File: config.mk
export PLATFORM = sky130hd
export DESIGN_NAME = gpu_cache_fill_ctrl
export DESIGN_NICKNAME = d
export VERILOG_FILES = /design/src/rtl/gpu_cache_fill_ctrl_pkg.sv /design/src/rtl/gpu_cache_fill_ctrl.sv
export SDC_FILE = /design/constraint.sdc
export NUM_CORES = 1
export LEC_CHECK = 0
export CORE_AREA = 2 2 101 103
export CTS_CLUSTER_DIAMETER = 40
export DETAILED_ROUTE_END_ITERATION = 10
export DIE_AREA = 0 0 103 105
export PLACE_DENSITY = 0.85
export SLEW_MARGIN = 40
export SYNTH_ARGS = -nofsm -noshare
export SYNTH_HDL_FRONTEND = slang
export SYNTH_SLANG_ARGS = --single-unit
File: constraint.sdc
create_clock -name clk -period 1.62 [get_ports clk]
set_input_delay 0.324 -clock clk [delete_from_list [all_inputs] [get_ports clk]]
set_output_delay 0.324 -clock clk [all_outputs]
set_load 0.03 [all_outputs]
File: src/rtl/gpu_cache_fill_ctrl_pkg.sv
// Shared definitions for the Tex$/Clut$ line-fill controller.
`timescale 1ns/1ps
package gpu_cache_fill_ctrl_pkg;

    typedef enum logic [2:0] {
        IDLE  = 3'd0,
        REQ   = 3'd1,
        DATA  = 3'd2,
        DONE  = 3'd3,
        GUARD = 3'd4
    } fillState_t;

    localparam int TEX_LINE_WORDS  = 2;
    localparam int CLUT_LINE_WORDS = 8;

    localparam logic SEL_TEX  = 1'b0;
    localparam logic SEL_CLUT = 1'b1;

endpackage

File: src/rtl/gpu_cache_fill_ctrl.sv
// Arbitrates Tex$/Clut$ misses, issues one VRAM burst per fill and streams the
// returned words into the requesting cache, then pulses its completion strobe.
//
// state | meaning
// IDLE  | waiting for a miss; Tex$ wins when both are raised
// REQ   | burst request held on the VRAM port until acknowledged
// DATA  | beats written to the selected cache; left one cycle after the last write
// DONE  | completion strobe for the selected cache
// GUARD | one cycle of ignoring requests so the served miss level has dropped
`timescale 1ns/1ps
module gpu_cache_fill_ctrl
    import gpu_cache_fill_ctrl_pkg::*;
(
    input  logic        clk,
    input  logic        i_rst,

    input  logic        requTexCacheUpdate,
    input  logic [16:0] adrTexCacheUpdate,
    output logic        updateTexCacheComplete,

    input  logic        requClutCacheUpdate,
    input  logic [14:0] adrClutCacheUpdate,
    output logic        updateClutCacheComplete,

    output logic        o_rdReq,
    output logic [17:0] o_rdAdr,
    output logic [3:0]  o_rdLen,
    input  logic        i_rdAck,
    input  logic        i_rdValid,
    input  logic [31:0] i_rdData,

    output logic        o_texWrEn,
    output logic [16:0] o_texWrAdr,
    output logic        o_texWrIdx,
    output logic        o_clutWrEn,
    output logic [14:0] o_clutWrAdr,
    output logic [2:0]  o_clutWrIdx,
    output logic [31:0] o_wrData,

    output logic        o_busy
);

    fillState_t  state;
    fillState_t  stateNext;
    logic        sel;
    logic [16:0] texAdr;
    logic [14:0] clutAdr;
    logic [3:0]  beatCnt;
    logic [3:0]  lineLen;
    logic        beatAccept;

    assign lineLen    = (sel == SEL_CLUT) ? 4'(CLUT_LINE_WORDS) : 4'(TEX_LINE_WORDS);
    // beatCnt reaching lineLen marks the line as full; further beats are dropped
    assign beatAccept = (state == DATA) && i_rdValid && (beatCnt != lineLen);

    assign o_texWrAdr  = texAdr;
    assign o_clutWrAdr = clutAdr;

    always_ff @(posedge clk) begin
        if (i_rst) begin
            state <= IDLE;
        end else begin
            state <= stateNext;
        end
    end

    always_comb begin
        stateNext               = state;
        o_rdReq                 = 1'b0;
        o_rdAdr                 = 18'd0;
        o_rdLen                 = 4'd0;
        updateTexCacheComplete  = 1'b0;
        updateClutCacheComplete = 1'b0;
        o_busy                  = (state != IDLE);

        case (state)
            IDLE: begin
                if (requTexCacheUpdate || requClutCacheUpdate) begin
                    stateNext = REQ;
                end
            end
            REQ: begin
                o_rdReq = 1'b1;
                o_rdLen = lineLen;
                if (sel == SEL_CLUT) begin
                    o_rdAdr = {clutAdr, 3'b000};
                end else begin
                    o_rdAdr = {texAdr, 1'b0};
                end
                if (i_rdAck) begin
                    stateNext = DATA;
                end
            end
            DATA: begin
                // Waiting for the full count keeps completion one cycle behind the last write.
                if (beatCnt == lineLen) begin
                    stateNext = DONE;
                end
            end
            DONE: begin
                updateTexCacheComplete  = (sel == SEL_TEX);
                updateClutCacheComplete = (sel == SEL_CLUT);
                stateNext               = GUARD;
            end
            GUARD: begin
                stateNext = IDLE;
            end
            default: begin
                stateNext = IDLE;
            end
        endcase
    end

    always_ff @(posedge clk) begin
        if (i_rst) begin
            sel         <= SEL_TEX;
            texAdr      <= 17'd0;
            clutAdr     <= 15'd0;
            beatCnt     <= 4'd0;
            o_texWrEn   <= 1'b0;
            o_texWrIdx  <= 1'b0;
            o_clutWrEn  <= 1'b0;
            o_clutWrIdx <= 3'd0;
            o_wrData    <= 32'd0;
        end else begin
            o_texWrEn  <= 1'b0;
            o_clutWrEn <= 1'b0;

            if (state == IDLE) begin
                beatCnt <= 4'd0;
                if (requTexCacheUpdate) begin
                    sel    <= SEL_TEX;
                    texAdr <= adrTexCacheUpdate;
                end else if (requClutCacheUpdate) begin
                    sel     <= SEL_CLUT;
                    clutAdr <= adrClutCacheUpdate;
                end
            end

            if (state == REQ) begin
                beatCnt <= 4'd0;
            end

            if (beatAccept) begin
                beatCnt     <= beatCnt + 4'd1;
                o_texWrEn   <= (sel == SEL_TEX);
                o_clutWrEn  <= (sel == SEL_CLUT);
                o_texWrIdx  <= beatCnt[0];
                o_clutWrIdx <= beatCnt[2:0];
                o_wrData    <= i_rdData;
            end
        end
    end

endmodule

==> impl_results.md <==
* Yosys warnings at 0
* Setup Skew at slightly above 7 ps
* Crit Path Max Fanout at 5
* Setup slack after placement at -116 ps
* CP required at 1300 ps
* DRT Pass-1 Iters at 5
* Max-Cap Viols at 0
* CTS Root Cell: clkbuf_8
* Final setup fails at 23
* Port Buffer Count at 162
* R2R depth at 6
* Most frequent cell after synthesis: nand3_1
* Sequential area share after synthesis at 36.5%
* All-Layer GR Usage at 27.1%
* DR iter-0 viols at approximately 480
* Detailed Place HPWL at 9.84 mm
* Drt drc at 0
* Crit path DAT at 1510 ps
* First-pass GRT wire length at ~24 mm
* H-tree depth at 3
* Critical path startpoint category: flop
* Setup crit end kind: primary output
* Clk pin slew, worst setup/hold paths at 80 ps
* Worst hold path type: primary input to flop
* Hold depth at 4
* Routing usage on met1 at 33.1%
* PD cells at between 700 and 800 nW/µm²
* Status: finished with violations
* Multi-input gate area at approximately 2500 µm²
* Largest net degree at the start of global routing at slightly above 60
* Ant. Diodes at 0
* #FFs+latches synth at 77
* GP Congestion at 0.843
* Die area at 10800 µm²
* Final Non-Filler Cells at 826
* Area leader, netlist: dfxtp_1
* Fin crit period at 1830 ps
* Final hold vios at 0
* Register area at about 1600 µm²
* Met3 Use GR at 6.69%
* Pins over their slew limit at 0
* Number of buffers created by CTS at 9
* Cell variety after synth at 46
* Pleak at approximately 0.0026 µW
* Post-route setup slack at -212 ps
* DIE WIDTH at 103 µm
* FP Rows at 36
* Io pins at 166
* Share of layout cells above drive strength 1 at roughly a fifth
* Main synth FF type: dfxtp_1
* FMAX at 546 MHz
* CTS tree: built
* Vias in the first global route at between 4000 and 5000
* Slew @ Worst Pin at 507 ps
* Area Growth Syn to Fin at 54.0%
* Routed vias at around 4900
* Rel. slew slack at around two thirds
* VDD IR max at about 400 µV
* Area share of the largest cell type after synthesis at 36.5%
* Antenna Nets Post-Route at 0
* Core area at slightly below 10000 µm²
* Die H at 105 µm
* Commonest cells in the netlist: 80 x nand3_1, 77 x dfxtp_1, 65 x nand4_1
* Post-Syn Instances at 533
* RSZ-0062 raised after global routing: yes
* Met2 GRT Util at 44.2%
* Violated checks: setup timing
* Worst skew pair latency at approximately 360 ps
* Placed cell count at 801
* Initial core utilization at 43.8%
* Ys async rst share at 0%
* Wire per inst at approximately 19 µm
* Mapped cell area at between 4000 and 5000 µm²
* Post-synth EDFFs at 0
* Gr ovfl total at 0
* Post-synthesis area per instance at about 8 µm²
* Crit Path Class: flop to primary output
* CTS Hold Buffers Added at 0
* Via-per-instance ratio at 5.98
* Clk sinks at 77
* Final wirelength at 15.3 mm
* GR peak layer: met2
* Area contributors post-synth: dfxtp_1 36%, nand4_1 9.6%, nand3_1 9.5%, o2111ai_1 6.6%, nor2b_1 5.0%
* Final nets at 759
* Max Buffers Root-to-Sink at 2
* Fin crit share at 113%
* Fillers at 762
* Initial antenna violation count at 0
==> worst max-delay path: stages (launching register included) <==
cell	delay, ps
dfxtp_4	370
nor2_4	140
nand2_4	110
buf_12	170
nor3b_2	170
buf_4	190
==> worst paths after layout <==
kind	slack, ps	start	endpoint
max	-210	state[2]$_SDFFE_PP0P_	o_rdAdr[1]
min	420	i_rst	beatCnt[1]$_SDFFE_PP0P_
max reg2reg	30	state[1]$_SDFFE_PP0P_	o_clutWrAdr[2]$_SDFFE_PP0P_
min reg2reg	480	o_texWrAdr[2]$_SDFFE_PP0P_	o_texWrAdr[2]$_SDFFE_PP0P_
==> metal layers <==
layer  vias up  share of wire, %
li1       2294                 -
met1      2305                39
met2       299                50
met3        43               8.5
met4         0               2.8
met5         -                 0
==> sequential cells by signal, indices dropped and copies added (netlist names) <==
| name | cells |
|---|---|
| o_wrData | 32 |
| beatCnt | 4 |
| state | 3 |
| o_clutWrEn | 1 |
| o_texWrEn | 1 |
| sel | 1 |
| o_clutWrIdx | 3 |
| o_texWrAdr | 17 |
| o_clutWrAdr | 15 |
==> cells by family (layout without fill, tap and decap cells) <==
group	Yosys count	in the layout	synth area share (%)
buffers and inverters	75	233	8.91
adder cells (fa/ha/maj)	1	1	0.296
multiplexers	17	17	4.06
AND/OR/NAND/NOR	267	267	35.0
other	1	3	0.0888
AO/OA/AOI/OAI	95	95	15.2
flip-flops	77	77	36.5
==> final cells by class <==
type	count	area share, %
Clock buffer	9	1.90
Clock inverter	7	0.846
Inverter	4	0.288
Multi-Input combinational cell	383	38.3
Sequential cell	77	23.9
Tap cell	133	2.56
Timing Repair Buffer	213	32.2
==> timing repair <==
item | CTS | global route
pin swaps | 7 | 5
cloned | 3 | 0
gates resized for setup | 122 | 21
buffers inserted | 3 | 4
endpoints found under the setup margin | 93 | 51
==> layout by cell type, fill, tap and decap left out, types with 7 or more instances in the layout <==
cell type,n
nand4_1,65
mux2i_1,11
nor2b_1,34
nand3_1,80
buf_6,22
dlygate4sd2_1,70
o21ai_0,14
buf_12,8
a21oi_1,35
clkdlybuf4s50_1,68
nor2_2,12
clkbuf_8,9
nor2_1,8
nand2_1,35
nor2_4,7
o2111ai_1,32
dfxtp_1,73
buf_4,41
==> through the flow <==
step	cell area (µm²)	total power, µW	util, %	TNS (ps)	hold slack (ps)
6_report	6510	4670	67.5	-2820	424
4_1_cts	6410	4630	66.5	-2850	409
3_5_place_dp	6040	3190	62.6	-4280	468
5_1_grt	6510	4850	67.5	-4140	433
2_1_floorplan	4260	2680	-	-815	460
3_3_place_gp	6040	3150	62.6	-2570	455
==> report_power, final <==
group | switching, µW | leakage (µW) | total (µW) | internal (µW)
sequential | 82.4 | 0.000628 | 2050 | 1970
clock | 793 | 0.0000866 | 1370 | 572
combinational | 692 | 0.00192 | 1260 | 568
total | 1570 | 0.00263 | 4670 | 3110
Power figures use the tool's default switching activity.
